**config.mk**
```make
export PLATFORM = sky130hd
export DESIGN_NAME = serial_subtractor
export DESIGN_NICKNAME = d
export VERILOG_FILES = /design/src/rtl/serial_sub_pkg.sv /design/src/rtl/full_subtractor_bit.sv /design/src/rtl/serial_subtractor.sv
export SDC_FILE = /design/constraint.sdc
export NUM_CORES = 1
export LEC_CHECK = 0
export ABC_AREA = 0
export CAP_MARGIN = 20
export CORE_ASPECT_RATIO = 0.9
export CORE_UTILIZATION = 47
export DETAILED_ROUTE_END_ITERATION = 8
export HOLD_SLACK_MARGIN = 0.02
export PLACE_DENSITY_LB_ADDON = 0.1
export SLEW_MARGIN = 20
export SYNTH_ARGS = -nofsm -noshare
export SYNTH_HDL_FRONTEND = slang
export SYNTH_SLANG_ARGS = --single-unit
```
**constraint.sdc**
```tcl
create_clock -name clk -period 1.3 [get_ports clk]
set_input_delay 0.39 -clock clk [delete_from_list [all_inputs] [get_ports clk]]
set_output_delay 0.39 -clock clk [all_outputs]
set_load 0.05 [all_outputs]
```
**src/rtl/serial_sub_pkg.sv**
```systemverilog
// Shared constants for the bit-serial subtractor: FSM state encoding and default operand width.
package serial_sub_pkg;

   localparam int DEF_WIDTH = 8;

   localparam logic [1:0] ST_IDLE = 2'd0;
   localparam logic [1:0] ST_RUN  = 2'd1;
   localparam logic [1:0] ST_DONE = 2'd2;

   typedef enum logic [1:0] {
      S_IDLE = ST_IDLE,
      S_RUN  = ST_RUN,
      S_DONE = ST_DONE
   } state_t;

endpackage

```
**src/rtl/full_subtractor_bit.sv**
```systemverilog
// One-bit full subtractor cell: d = a - b - bin, bout set when the bit underflows.
// Purely combinational; zero latency, no flow control.
module full_subtractor_bit (
   input  logic a,
   input  logic b,
   input  logic bin,
   output logic d,
   output logic bout
);

   assign d    = a ^ b ^ bin;
   assign bout = (~a & b) | (~(a ^ b) & bin);

endmodule

```
**src/rtl/serial_subtractor.sv**
```systemverilog
// LSB-first serial a - b; start-to-done WIDTH+1 cycles, start ignored while busy/done (not queued).
// Optional signed overflow output via SERIAL_SUB_OVERFLOW_EN.
module serial_subtractor
   import serial_sub_pkg::*;
#(
   parameter int WIDTH = DEF_WIDTH
) (
   input  logic             clk,
   input  logic             rst_n,
   input  logic             start,
   input  logic [WIDTH-1:0] a,
   input  logic [WIDTH-1:0] b,
   output logic             busy,
   output logic             done,
   output logic [WIDTH-1:0] difference,
   output logic             borrow
`ifdef SERIAL_SUB_OVERFLOW_EN
   ,
   output logic             overflow
`endif
);

   localparam int             CW       = (WIDTH > 1) ? $clog2(WIDTH) : 1;
   localparam logic [CW-1:0]  LAST_BIT = CW'(WIDTH - 1);

   state_t           r_state;
   state_t           w_next;
   logic [WIDTH-1:0] r_a_sr;
   logic [WIDTH-1:0] r_b_sr;
   logic [WIDTH-1:0] r_res_sr;
   logic [WIDTH-1:0] r_diff;
   logic             r_borrow;
   logic             r_bout;
   logic [CW-1:0]    r_cnt;
   logic             w_d;
   logic             w_bout;
   logic [WIDTH-1:0] w_res_next;
   logic             w_last;

   full_subtractor_bit u_bit (
      .a    (r_a_sr[0]),
      .b    (r_b_sr[0]),
      .bin  (r_borrow),
      .d    (w_d),
      .bout (w_bout)
   );

   assign w_res_next = {w_d, r_res_sr[WIDTH-1:1]};
   assign w_last     = (r_cnt == LAST_BIT);

   always_ff @(posedge clk or negedge rst_n) begin
      if (!rst_n) r_state <= S_IDLE;
      else        r_state <= w_next;
   end

   always_comb begin
      w_next = r_state;
      case (r_state)
         S_IDLE:  if (start) w_next = S_RUN;
         S_RUN:   if (w_last) w_next = S_DONE;
         S_DONE:  w_next = S_IDLE;
         default: w_next = S_IDLE;
      endcase
   end

   assign busy       = (r_state == S_RUN);
   assign done       = (r_state == S_DONE);
   assign difference = r_diff;
   assign borrow     = r_bout;

`ifdef SERIAL_SUB_OVERFLOW_EN
   logic r_a_msb;
   logic r_b_msb;
   logic r_ovf;

   assign overflow = r_ovf;
`endif

   always_ff @(posedge clk or negedge rst_n) begin
      if (!rst_n) begin
         r_a_sr   <= '0;
         r_b_sr   <= '0;
         r_res_sr <= '0;
         r_diff   <= '0;
         r_borrow <= 1'b0;
         r_bout   <= 1'b0;
         r_cnt    <= '0;
`ifdef SERIAL_SUB_OVERFLOW_EN
         r_a_msb  <= 1'b0;
         r_b_msb  <= 1'b0;
         r_ovf    <= 1'b0;
`endif
      end else begin
         case (r_state)
            S_IDLE: begin
               if (start) begin
                  r_a_sr   <= a;
                  r_b_sr   <= b;
                  r_res_sr <= '0;
                  r_borrow <= 1'b0;
                  r_cnt    <= '0;
`ifdef SERIAL_SUB_OVERFLOW_EN
                  r_a_msb  <= a[WIDTH-1];
                  r_b_msb  <= b[WIDTH-1];
`endif
               end
            end
            S_RUN: begin
               r_a_sr   <= r_a_sr >> 1;
               r_b_sr   <= r_b_sr >> 1;
               r_res_sr <= w_res_next;
               r_borrow <= w_bout;
               r_cnt    <= r_cnt + 1'b1;
               // Published results only move here, so they stay stable through RUN.
               if (w_last) begin
                  r_diff <= w_res_next;
                  r_bout <= w_bout;
`ifdef SERIAL_SUB_OVERFLOW_EN
                  r_ovf  <= (r_a_msb != r_b_msb) && (w_d != r_a_msb);
`endif
               end
            end
            default: ;
         endcase
      end
   end

endmodule

```
Yosys cells after proc, flatten, opt, wreduce, memory -nomap -nowiden

Cells that the tools add are included.

Register bits after elaboration: 39
Input bits: 19
Output and inout port bits: 11
Logic and storage cells: 39

Add/sub/neg operators: 1
Equal/unequal tests: 5
Mux-type cells: 13
Bitwise operators: 7
Reduce and logical (&&, ||, !) cells: 5

Operators with widths:

| operator                                                        | count |
|---|---|
| 8-bit case mux with 2 select lines                              | 3 |
| 8-bit two-way mux                                               | 3 |
| 3-bit case mux with 2 select lines                              | 1 |
| 2-bit AND reduction                                             | 3 |
| 2-bit two-way mux                                               | 2 |
| 2-bit case mux with 2 select lines                              | 1 |
| 3-bit by 1-bit adder with 3-bit output, second input constant   | 1 |
| 3-bit == test, second input constant                            | 1 |
| 3-bit two-way mux                                               | 1 |
| 1-bit AND                                                       | 2 |
| 2-bit by 1-bit == test with 1-bit output, second input constant | 1 |
| 2-bit == test, second input constant                            | 1 |
| 2-bit logical NOT                                               | 1 |
| 2-bit by 1-bit != test with 1-bit output, second input constant | 1 |
| 2-bit != test, second input constant                            | 1 |
| 1-bit inverter                                                  | 2 |
| 1-bit case mux with 2 select lines                              | 1 |
| 2-bit nonzero test                                              | 1 |
| 1-bit XOR                                                       | 2 |
| 1-bit two-way mux                                               | 1 |
| 1-bit bitwise OR                                                | 1 |

Longest topological paths before layout

Gate-level depths: netlist of run 1.

Depth in word-level cells: 5
Depth in mapped cells: 5
Depth with buffers taken out: 4

By module

Synthesis of run 1 repeated with hierarchy kept, for this count alone.

Cell total of the unflattened synthesis: 147
Area, all modules: 1,835.5 um^2

Modules (own cells, without submodules):

| module              | instances | cells each | area each (um^2) |
|---|---|---|---|
| serial_subtractor   | 1         | 143        | 1,804.2 |
| full_subtractor_bit | 1         | 4          | 31.3 |

Worst setup path before layout of run 1

No wires, ideal clock.

Path type: register to output
Start point: register r_state[1]
End point: output done
Arrival: 1,442 ps
Required time: 910 ps
Setup slack: -532 ps
Stages on the path, launching flop included: 4
Cells stage by stage: dfrtp_1 > buf_4 > buf_2 > nor2b_1

Longest elaborated chain between the ends: 1

RTL lines:

| what                     | RTL line                | RTL |
|---|---|---|
| start: declaration       | serial_subtractor.sv:26 | `state_t r_state;` |
| start signal: assignment | serial_subtractor.sv:53 | `else r_state <= w_next;` |
| 2-bit == test            | serial_subtractor.sv:67 | `assign done = (r_state == S_DONE);` |
| end: declaration         | serial_subtractor.sv:14 | `output logic done,` |

Every way passes these cells.

Worst setup path after layout of run 1

Start point: register r_state[0]
End point: output done

The elaborated chain is that of the path after synthesis.

==> results.md, run 1 <==
• **outcome** finished with violations
• **violated checks** setup timing
• **total count of hold-check failures in the final report** 0
• **highest routed metal layer** met4
• **static leakage** 0.001258 uW
• **floorplan die width** 67.13 um
• **floorplan core area** 3503 sq um
• **I/O Pins** 30
• **register cell area after layout** 953.4 sq um
• **Non-Filler Instances** 240
• **clock-pin slew of the registers on the worst-case setup and hold paths** 0.08 ns
• **total clock sinks** 38
• **most frequent cells in the layout** dfrtp_1 (36), inv_1 (18), buf_4 (17)
• **class of the most critical setup path** reg2out
• **endpoint arrival time on the critical path** 1.16 ns
• **final period demand of the worst path** 1.545 ns
• **post-placement cell count** 220
• **Clock Tree Buf Depth** 2
• **number of cell instances on the worst register-to-register path** 5
• **sort of element at the start of the critical path** flop
• **final wirelength** 4.448 mm
• **Layout fillers** 207
• **fraction of layout instances using a drive strength above 1** 50.00%
• **die area** 4069 sq um
• **setup clock skew after layout** 0.007317 ns
• **number of pins with negative max-slew slack in the final report** 0
• **Congestion Overflow GR** 0
• **first-pass detailed-route iteration total** 4
• **mean post-synth cell area** 12.72 sq um
• **final count of negative-setup-slack endpoints** 38
• **slew at the pin closest to its max-slew limit** 0.3162 ns
• **1st-iter DRT viols** 46
• **FF+latch count, synth** 38
• **clock root buffer** clkbuf_8
• **Synthesized Nets** 163
• **most common cell after layout, fill and taps aside** dfrtp_1
• **pin count of the biggest net entering global routing** 39
• **last element of the critical path** done
• **Die H** 60.62 um
• **vias per cell** 5.658
• **# Max-Cap Violations** 0
• **RSZ-0062 raised after global routing** true
• **detailed-route DRC error count** 0
• **number of core rows** 20
• **met2 WL post-DR** 2.192 mm
• **Post-Place Cell Area** 2370 sq um
• **relative slew slack** 78.92%
• **combined area of all synthesized cells** 1794 sq um
• **warning count from the yosys run** 0
• **area of combinational cells with multiple inputs** 924.6 sq um
• **number of H-tree branching levels** 2
• **portion of the clock cycle consumed by the worst path in the final layout** 118.9%
• **part of the Yosys area used for sequential elements** 53.00%
• **# diodes** 0
• **TritonCTS clock tree** yes
• **number of buffers created by CTS** 5
• **total number of vias** 1358
• **Total Routing Usage GR** 24.88%
• **number of antenna violations at the first check in global routing** 0
• **final instance area** 2830 sq um
• **post-synthesis cell count** 141
• **source of the worst register-to-register timing path** r_cnt[1]
• **Hold-fix buffers, CTS** 0
• **final weighted congestion in routability-driven placement** 0.7742
• **register-to-register setup slack** -0.14 ns
• **Yosys cell types** 27
• **kind of end point of the critical path** output pin
• **wire length of the first global-routing pass** 7.120 mm
• **amount of wire on met3 after detailed routing** 145 um
• **final worst slack** -0.2452 ns
• **port bufs** 29
• **antenna violation net count after detailed routing** 0
• **biggest fanout along the worst timing path** 4
• **via count of the first global-routing pass** 1438
• **placed wire-length estimate** 2.461 mm
• **initial cell density of the core** 51.21%
• **area added between synthesis and finish** 57.74%
• **Crit. Startpoint** r_state[0]
• **Max Clk Rate** 647.2 MHz
• **CP required** 0.91 ns
• **M1 WL** 2.010 mm
• **class of the worst hold path** in2async
• **routed length per placed instance** 18.53 um
• **nets@finish** 217
• **worst voltage drop across the vdd grid** 1.727 mV
• **RR Endpoint** difference[2]
• **total power divided by cell area** 2451 nW/um^2
• **clock latency of the later-clocked register in the worst-skew pair** 0.29 ns
per-layer routing:
layer / GRT usage (%) / vias up
met5: 0 / -
met4: 12.46 / 0
met3: 5.263 / 12
met2: 38.29 / 30
met1: 33.58 / 695
li1: - / 621
cell usage after synthesis:
| library cell | n | area [sq um] |
|---|---|---|
| buf_2 | 4 | 20.02 |
| nand3b_1 | 1 | 7.510 |
| nor3b_1 | 12 | 90.09 |
| a22o_1 | 10 | 87.58 |
| nor2b_1 | 1 | 6.260 |
| inv_1 | 18 | 67.56 |
| nor4bb_1 | 1 | 10.01 |
| nand2_1 | 1 | 3.750 |
| and2b_4 | 1 | 10.01 |
| buf_4 | 2 | 15.01 |
| a21oi_1 | 1 | 5.000 |
| a21o_1 | 1 | 7.510 |
| buf_6 | 3 | 33.78 |
| a211oi_1 | 11 | 82.58 |
| ha_1 | 2 | 25.02 |
| o21bai_4 | 1 | 18.77 |
| dfrtp_1 | 38 | 950.9 |
| nand4bb_1 | 1 | 11.26 |
| a221oi_1 | 2 | 17.52 |
| clkbuf_1 | 1 | 3.750 |
| mux2_4 | 9 | 135.1 |
| clkbuf_2 | 2 | 10.01 |
| a211oi_2 | 1 | 12.51 |
| fa_1 | 1 | 20.02 |
| mux2_2 | 1 | 11.26 |
| nor4b_1 | 14 | 122.6 |
| o311ai_0 | 1 | 8.760 |
cells by family after synthesis:
group                    after synthesis  share of synthesized area, %
AO/OA/AOI/OAI                         28                         13.39
flip-flops                            38                         53.00
multiplexers                          10                         8.159
buffers and inverters                 30                         8.367
AND/OR/NAND/NOR                       32                         14.58
adder cells (fa/ha/maj)                3                         2.510
layout make-up:
class,instances,area share (%)
sequential,38,33.69
multi-input combinational,73,32.67
timing repair buffer,59,25.95
clock buffer,6,2.918
inverter,18,2.387
tap,44,1.945
clock inverter,2,0.4421
report_power, final:
part / switching [uW] / internal [uW]
Sequential: 430 / 1720
Clock: 431 / 426
Combinational: 1780 / 2150
Total: 2640 / 4300
critical path: stages, from the launching register on:
cell,delay [ns]
dfrtp_2,0.45
buf_12,0.14
nor2b_4,0.13
buf_12,0.14
worst min path at each step:
stage	endpoint	slack, ns
final	difference[0]	0.05
after detailed placement	r_res_sr[1]	0.38
after global placement	difference[1]	0.37
after global routing	difference[0]	0.06
after CTS	difference[0]	0.06
after floorplan	borrow	0.09
through the flow:
stage | hold slack (ns) | setup WS [ns] | setup TNS (ns) | utilization, % | total power, uW
after floorplan | 0.09441 | -0.06349 | -0.6198 | - | 3987
after global placement | 0.3706 | -0.3560 | -8.341 | 67.64 | 5180
after detailed placement | 0.3763 | -0.3851 | -9.315 | 67.64 | 5311
after CTS | 0.05970 | -0.2517 | -6.402 | 80.75 | 6882
after global routing | 0.05897 | -0.2848 | -6.353 | 80.79 | 7295
final | 0.05433 | -0.2452 | -4.394 | 80.79 | 6937
sequential cells by signal, summed over array words and instances, names as in the netlist:
register / cells
borrow: 1
difference: 8
r_a_sr: 8
r_b_sr: 8
r_borrow: 1
r_cnt: 3
r_res_sr: 7
r_state: 2
what timing repair did:
item                       in CTS  in global routing
setup endpoints to repair      26                 40
gates resized for setup        47                  7
cloned                          2                  0
pin swaps                       6                  2
buffers inserted                9                  3
(Power assumes the default switching activity.)
==> run 2, diff against run 1 <==
- ABC_AREA: 0 -> default
==> results of run 2 <==
The final DEF is identical to that of run 1; final timing and power are the same.
==> run 3, diff against run 2 <==
- ABC_AREA: default -> 1
==> results.md, run 3 <==
• **RR Endpoint** r_a_sr[5], was difference[2]
• **wire length of the first global-routing pass** 5.899 mm, was 7.120 mm
• **final period demand of the worst path** 1.463 ns, was 1.545 ns
• **via count of the first global-routing pass** 1247, was 1438
• **port bufs** 29, unchanged
• **longest individual stage delay on the worst path** 0.42 ns, was 0.45 ns
• **final count of negative-setup-slack endpoints** 6, was 38
• **complex-gate fraction of the synthesized area** 9.405%, was 13.39%
• **# diodes** 0, unchanged
• **clock root buffer** clkbuf_8, unchanged
• **Synthesized Nets** 235, was 163
• **part of the Yosys area used for sequential elements** 51.42%, was 53.00%
• **number of pins with negative max-slew slack in the final report** 0, unchanged
• **total count of hold-check failures in the final report** 0, unchanged
• **total number of vias** 1466, was 1358
• **worst-path cell with the longest stage delay** dfrtp_1, was dfrtp_2
• **slew at the pin closest to its max-slew limit** 0.2086 ns, was 0.3162 ns
• **Non-Filler Instances** 306, was 240
• **# Max-Cap Violations** 0, unchanged
• **first-pass detailed-route iteration total** 4, unchanged
• **most frequent cells in the layout** nand2_1 (67), dfrtp_1 (37), inv_1 (36), was dfrtp_1 (36), inv_1 (18), buf_4 (17)
• **proportion of synthesized flip-flops having asynchronous set or reset** 100.0%, unchanged
• **pre-CTS worst setup slack** -0.2752 ns, was -0.3851 ns
• **most common cell after layout, fill and taps aside** nand2_1, was dfrtp_1
• **met1 Resource Use GR** 28.37%, was 33.58%
• **setup clock skew after layout** 0.007008 ns, was 0.007317 ns
• **GR Layer Usage met2** 28.85%, was 38.29%
• **fraction of layout instances using a drive strength above 1** 25.38%, was 50.00%
• **placed wire-length estimate** 2.365 mm, was 2.461 mm
• **kind of end point of the critical path** output pin, unchanged
• **Yosys top cell by area** dfrtp_1, unchanged
• **antenna violation net count after detailed routing** 0, unchanged
• **relative slew slack** 86.10%, was 78.92%
• **XOR/XNOR Fraction of Synth Area** 0%, unchanged
• **share of synthesized cell area in full adder, half adder and majority cells** 2.436%, was 2.510%
• **clock latency of the later-clocked register in the worst-skew pair** 0.28 ns, was 0.29 ns
• **sw frac** 39.35%, was 38.08%
• **nets@finish** 281, was 217
• **mean post-synth cell area** 8.682 sq um, was 12.72 sq um
• **post-synthesis cell count** 213, was 141
• **Tot Pwr** 7018 uW, was 6937 uW
• **CP required** 0.91 ns, about the same
• **floorplan core area** 3731 sq um, was 3503 sq um
• **detailed-route DRC error count** 0, unchanged
• **number of H-tree branching levels** 2, unchanged
• **Combinational Power Share** 52.1%, was 56.6%
• **clock-pin slew of the registers on the worst-case setup and hold paths** 0.08 ns, about the same
• **FF+latch count, synth** 38, unchanged
• **post-placement cell count** 291, was 220
• **RSZ-0062 raised after global routing** true, unchanged
• **routed length per placed instance** 12.04 um, was 18.53 um
• **critical path cell sequence** buf_6 -> nor2_4 -> buf_12, was buf_12 -> nor2b_4 -> buf_12
• **biggest fanout along the worst timing path** 3, was 4
• **combined area of all synthesized cells** 1849 sq um, was 1794 sq um
• **warning count from the yosys run** 0, unchanged
• **static leakage** 0.001328 uW, was 0.001258 uW
• **Internal Dissipation** 4257 uW, was 4296 uW
• **Yosys cell types** 21, was 27
• **vias per cell** 4.791, was 5.658
• **simple-gate area share of the yosys netlist** 24.70%, was 14.57%
• **Congestion Overflow GR** 0, unchanged
• **total clock sinks** 38, unchanged
• **I/O Pins** 30, unchanged
• **met3 track demand over resource** 4.815%, was 5.263%
• **final worst slack** -0.1626 ns, was -0.2452 ns
• **top-area cell type share of the netlist area** 51.42%, was 53.00%
• **final weighted congestion in routability-driven placement** 0.7807, was 0.7742
• **Hold-fix buffers, CTS** 0, unchanged
• **floorplan die width** 68.12 um, was 67.13 um
• **final standard cell utilization of the core** 69.35%, was 80.79%
• **TritonCTS clock tree** yes, unchanged
• **final instance area** 2587 sq um, was 2830 sq um
• **outcome** finished with violations, unchanged
• **1st-iter DRT viols** 113, was 46
• **class of the worst hold path** in2async, unchanged
• **register-to-register setup slack** -0.01 ns, was -0.14 ns
• **violated checks** setup timing, unchanged
• **total power divided by cell area** 2712 nW/um^2, was 2451 nW/um^2
• **initial cell density of the core** 49.56%, was 51.21%
• **Switch Pwr** 2761 uW, was 2642 uW
• **number of antenna violations at the first check in global routing** 0, unchanged
• **Post-Place Cell Area** 2372 sq um, was 2370 sq um
• **class of the most critical setup path** reg2out, unchanged
• **number of cell instances on the worst register-to-register path** 7, was 5
• **Max Clk Rate** 683.7 MHz, was 647.2 MHz
• **area added between synthesis and finish** 39.92%, was 57.74%
• **Total Routing Usage GR** 19.54%, was 24.88%
• **source of the worst register-to-register timing path** r_state[1], was r_cnt[1]
• **multiplexer share of the synthesized area** 0%, was 8.159%
• **power share of the clock group** 17.5%, was 12.4%
• **count of flip-flops with a built-in enable after synthesis** 0, unchanged
• **Clock Tree Buf Depth** 2, unchanged
• **worst voltage drop across the vdd grid** 1.277 mV, was 1.727 mV
• **most heavily used metal layer in global routing** met2, unchanged
• **cell types with the largest area share after synthesis** dfrtp_1 (51%), nand2_1 (14%), inv_1 (7.3%), was dfrtp_1 (53%), mux2_4 (7.5%), nor4b_1 (6.8%)
• **count leader, synth** nand2_1, was dfrtp_1
• **sort of element at the start of the critical path** flop, unchanged
• **Seq pwr share** 30.5%, was 31.0%
• **combinational family with the most area after synthesis** simple AND/OR/NAND/NOR gates, unchanged
• **pin count of the biggest net entering global routing** 39, unchanged
• **die area** 4190 sq um, was 4069 sq um
• **final wirelength** 3.683 mm, was 4.448 mm
• **cell types with the highest counts after synthesis** nand2_1 (67), dfrtp_1 (38), inv_1 (36), nand3_1 (27), o21ai_2 (14), was dfrtp_1 (38), inv_1 (18), nor4b_1 (14), nor3b_1 (12), a211oi_1 (11)
• **number of core rows** 21, was 20
• **Die H** 61.51 um, was 60.62 um
• **number of buffers created by CTS** 5, unchanged
• **portion of the clock cycle consumed by the worst path in the final layout** 112.5%, was 118.9%
• **most used flip-flop cell after synthesis** dfrtp_1, unchanged
• **endpoint arrival time on the critical path** 1.07 ns, was 1.16 ns
## run 3: worst max-delay path: cells and delay by family (launching register included)
family | cells | cell delay (ns)
buffers and inverters | 2 | 0.28
DFF | 1 | 0.42
and+or+nand+nor | 1 | 0.09
## run 3: layout make-up
cell class / instances / area (sq um)
inverter: 38 / 145.1
multi-input combinational: 128 / 685.7
tap: 46 / 57.56
timing repair buffer: 48 / 604.3
fill: 305 / 1144
clock inverter: 2 / 60.06
clock buffer: 6 / 82.58
sequential: 38 / 952.2
## run 3: routing by layer
layer | part of all wire, % | wire length [um]
met1 | 49 | 1798
met2 | 46 | 1698
met3 | 4.1 | 150
met4 | 0.95 | 35
met5 | 0 | 0
## run 3: cells by family after synthesis
group | after synthesis
and+or+nand+nor | 104
buffers and inverters | 47
DFF | 38
AOI/OAI and AO/OA | 21
adders and majority gates | 3
## run 3: worst max path at each step
stage               start         to  slack (ns)  cells after the start
5_1_grt        r_state[0]       done       -0.20                      3
6_report       r_state[0]       done       -0.16                      3
4_1_cts        r_state[0]       done       -0.17                      3
3_3_place_gp        start  r_b_sr[2]       -0.25                      4
2_1_floorplan  r_state[1]       done      -0.009                      3
3_5_place_dp        start   r_borrow       -0.28                      4
## run 3: timing repair
item,CTS,global route
endpoints found under the hold margin,0,0
gates cloned,0,0
pin swaps,3,2
setup endpoints to repair,2,38
gates resized for setup,1,2
setup buffers,4,3
## run 3: power groups by stage
stage	clock, uW	combinational, uW	sequential, uW
after global routing	1310	4010	2200
after floorplan	0	1830	2470
after CTS	1240	3580	2140
after global placement	0	3420	2130
final	1220	3650	2140
after detailed placement	0	3480	2140
## run 3: metrics by stage
stage                     hold WS, ns   TNS (ns)
after floorplan               0.09441  -0.009488
after global placement         0.3702     -5.948
after detailed placement       0.3717     -6.680
after CTS                     0.06455    -0.9910
after global routing          0.06475     -1.198
final                         0.06183    -0.3123
==> RTL change: new RTL, flow settings as in run 2 <==
Add a define of `SERIAL_SUB_OVERFLOW_EN`.
--- a/src/rtl/serial_subtractor.sv
+++ b/src/rtl/serial_subtractor.sv
@@ -2,2 +2,4 @@
 // Optional signed overflow output via SERIAL_SUB_OVERFLOW_EN.
+`define SERIAL_SUB_OVERFLOW_EN
+
 module serial_subtractor
Check against the original RTL (old outputs only; new: overflow): equivalent (equiv_simple and equiv_induct, registers matched by name and starting in step).
==> RTL change against run 2 <==
  * The run still ends with negative setup slack left
  * Area after synthesis decreased by 2.2%
  * Critical path depth increased by 1
  * Setup slack improved by 0.058 ns
  * Cell area decreased by 7.3%
  * Sequential cell count increased by 3
  * Total power decreased by 6.6%
  * Hold slack got worse by 0.0029 ns
  * Routed wire length decreased by 14%
==> RTL change: results (changes against run 2) <==
=====================================================================================
Total Wirelength                                                              3840 um   -14%
Combined global-route utilization of all metal layers                           21.5%   -3.3 points
Clock slew seen by the registers of the worst setup and hold paths            0.07 ns
Internal reg-to-reg setup slack                                              -0.17 ns   -0.03 ns
Setup total negative slack                                                   -1.98 ns   +2.42 ns
Gp weighted congestion                                                          0.758   -2.0%
Count of routing violations after the opening detailed-route iteration             91   +98%
Final number of setup-violating endpoints                                          37   -2.6%
Number of global-route vias before repair                                        1284   -11%
Total iterations of the first detailed-routing run                                  4   unchanged
Least-Margin Pin Slew                                                        0.245 ns   -0.0712 ns
Yosys warns                                                                         0   unchanged
Maximum buffer depth of the clock tree                                              2   unchanged
Pre-CTS setup slack                                                         -0.410 ns   -0.0253 ns
Switching power summed over all nets                                          2.38 mW   -9.7%
Worst r2r dst                                                                 r_a_msb
Clock root buffer                                                            clkbuf_8
Final worst clock skew                                                     0.00375 ns   -0.00357 ns
Fill cell count                                                                   217   +4.8%
DPL Wire Length                                                               2350 um   -4.6%
IR Drop Worst-Case VDD                                                        1780 uV   +3.1%
Vias/cell                                                                        5.37   -5.2%
Initial antenna violation count                                                     0   unchanged
Critical Path Fanout Max                                                            3   -1
Nets@finish                                                                       219   +0.92%
I/O Buffers                                                                        30   +3.4%
Cts bufs inserted                                                                   5   unchanged
Post-synthesis sequential area ratio                                            58.4%   +5.4 points
Number of H-tree levels                                                             2   unchanged
Final WS setup                                                              -0.187 ns   +0.0581 ns
Dominant synthesized flop cell                                                dfrtp_1
Post-Synthesis Net Count                                                          163   unchanged
Most frequent cells after synthesis                                      41 x dfrtp_1, 20 x nand2_1, 16 x o21ai_0
Number of cells on the worst reg-to-reg path                                        5   unchanged
Insertion delay of the later-clocked pin in the worst-skew pair               0.30 ns
Fraction of synthesis flops using an asynchronous set or reset pin               100%   unchanged
Leak pwr                                                                      1.19 nW   -5.7%
Min-delay worst type                                                     primary input to async pin
Leading cell types by total area after synthesis                         dfrtp_1 58%, a22oi_1 6.0%, a22o_1 5.0%
Outcome                                                                  finished, violations left
Fraction of layout cells with a size suffix above 1                             38.6%   -11 points
Antenna diodes                                                                      0   unchanged
Startpoint of the worst-slack reg-to-reg timing path                       r_state[1]
Yosys cell types                                                                   26   -3.7%
Violated checks                                                          negative setup slack
Worst hold slack                                                            0.0514 ns   -0.00292 ns
Pin count of the biggest net entering global routing                               42   +7.7%
First-pass GRT wire length                                                    6130 um   -14%
=====================================================================================
RTL change: changes by cell type in the layout (fill, tap and decap cells not counted), sizes merged, moves of 12 or more:
cell           run 2  this run
o21ai              0        19
nor4b             14         0
nand2              1        20
inv               18         5
a22oi              0        14
a211oi            12         0
RTL change: area by class of cell:
class                      count  area (sq um)  area share, %
clock buffer                   7          86.3           3.29
inverter                       5          21.3          0.811
multi-input combinational     88           751           28.6
sequential                    41          1030           39.2
tap                           44          55.1           2.10
timing repair buffer          56           683           26.0
RTL change: per-layer routing:
layer	wire, um	share of wire [%]	GRT usage, %
met5	0	0	0
met4	29	0.76	5.47
met3	171	4.5	7.06
met2	1790	46	34.4
met1	1850	48	28.6
RTL change: kinds of logic (layout without fill, tap and decap cells):
group	Yosys count	in the layout	share of synthesized area [%]
AOI/OAI and AO/OA	47	47	18.0
adders and majority gates	3	3	2.57
buffers and inverters	13	68	4.92
DFF	41	41	58.4
muxes	10	10	7.48
and+or+nand+nor	27	28	8.62
RTL change: stage by stage:
stage | area, sq um | instances
6_report | 2620 | 241
5_1_grt | 2620 | 241
4_1_cts | 2530 | 237
3_5_place_dp | 2320 | 220
3_3_place_gp | 2320 | 220
2_1_floorplan | 1780 | 141
RTL change: how the worst max path moves through the flow:
| stage | start | slack, ns | endpoint |
|---|---|---|---|
| global placement | start | -0.37 | r_a_msb |
| CTS | r_state[1] | -0.17 | busy |
| detailed placement | start | -0.41 | r_b_msb |
| finish | r_state[1] | -0.19 | busy |
| floorplan | r_state[0] | -0.12 | done |
| global route | r_state[1] | -0.24 | busy |
RTL change: what timing repair did:
item,4_1_cts,5_1_grt
gates resized for setup,23,14
pin swaps,4,5
setup buffers,9,3
hold buffers,0,0
setup endpoints to repair,19,32
gates cloned,1,1
RTL change: critical path, stage by stage, from the launching register on:
cell and delay [ns]:
dfrtp_1 0.41, inv_2 0.13, nand2_4 0.07, inv_4 0.06
buf_12 0.12
RTL change: power groups by stage:
| stage | Clock, mW | Combinational (mW) | Sequential (mW) |
|---|---|---|---|
| floorplan | 0 | 1.28 | 2.57 |
| global placement | 0 | 2.78 | 2.23 |
| detailed placement | 0 | 2.84 | 2.26 |
| CTS | 0.844 | 3.18 | 2.23 |
| global route | 0.892 | 3.61 | 2.31 |
| finish | 0.845 | 3.38 | 2.25 |
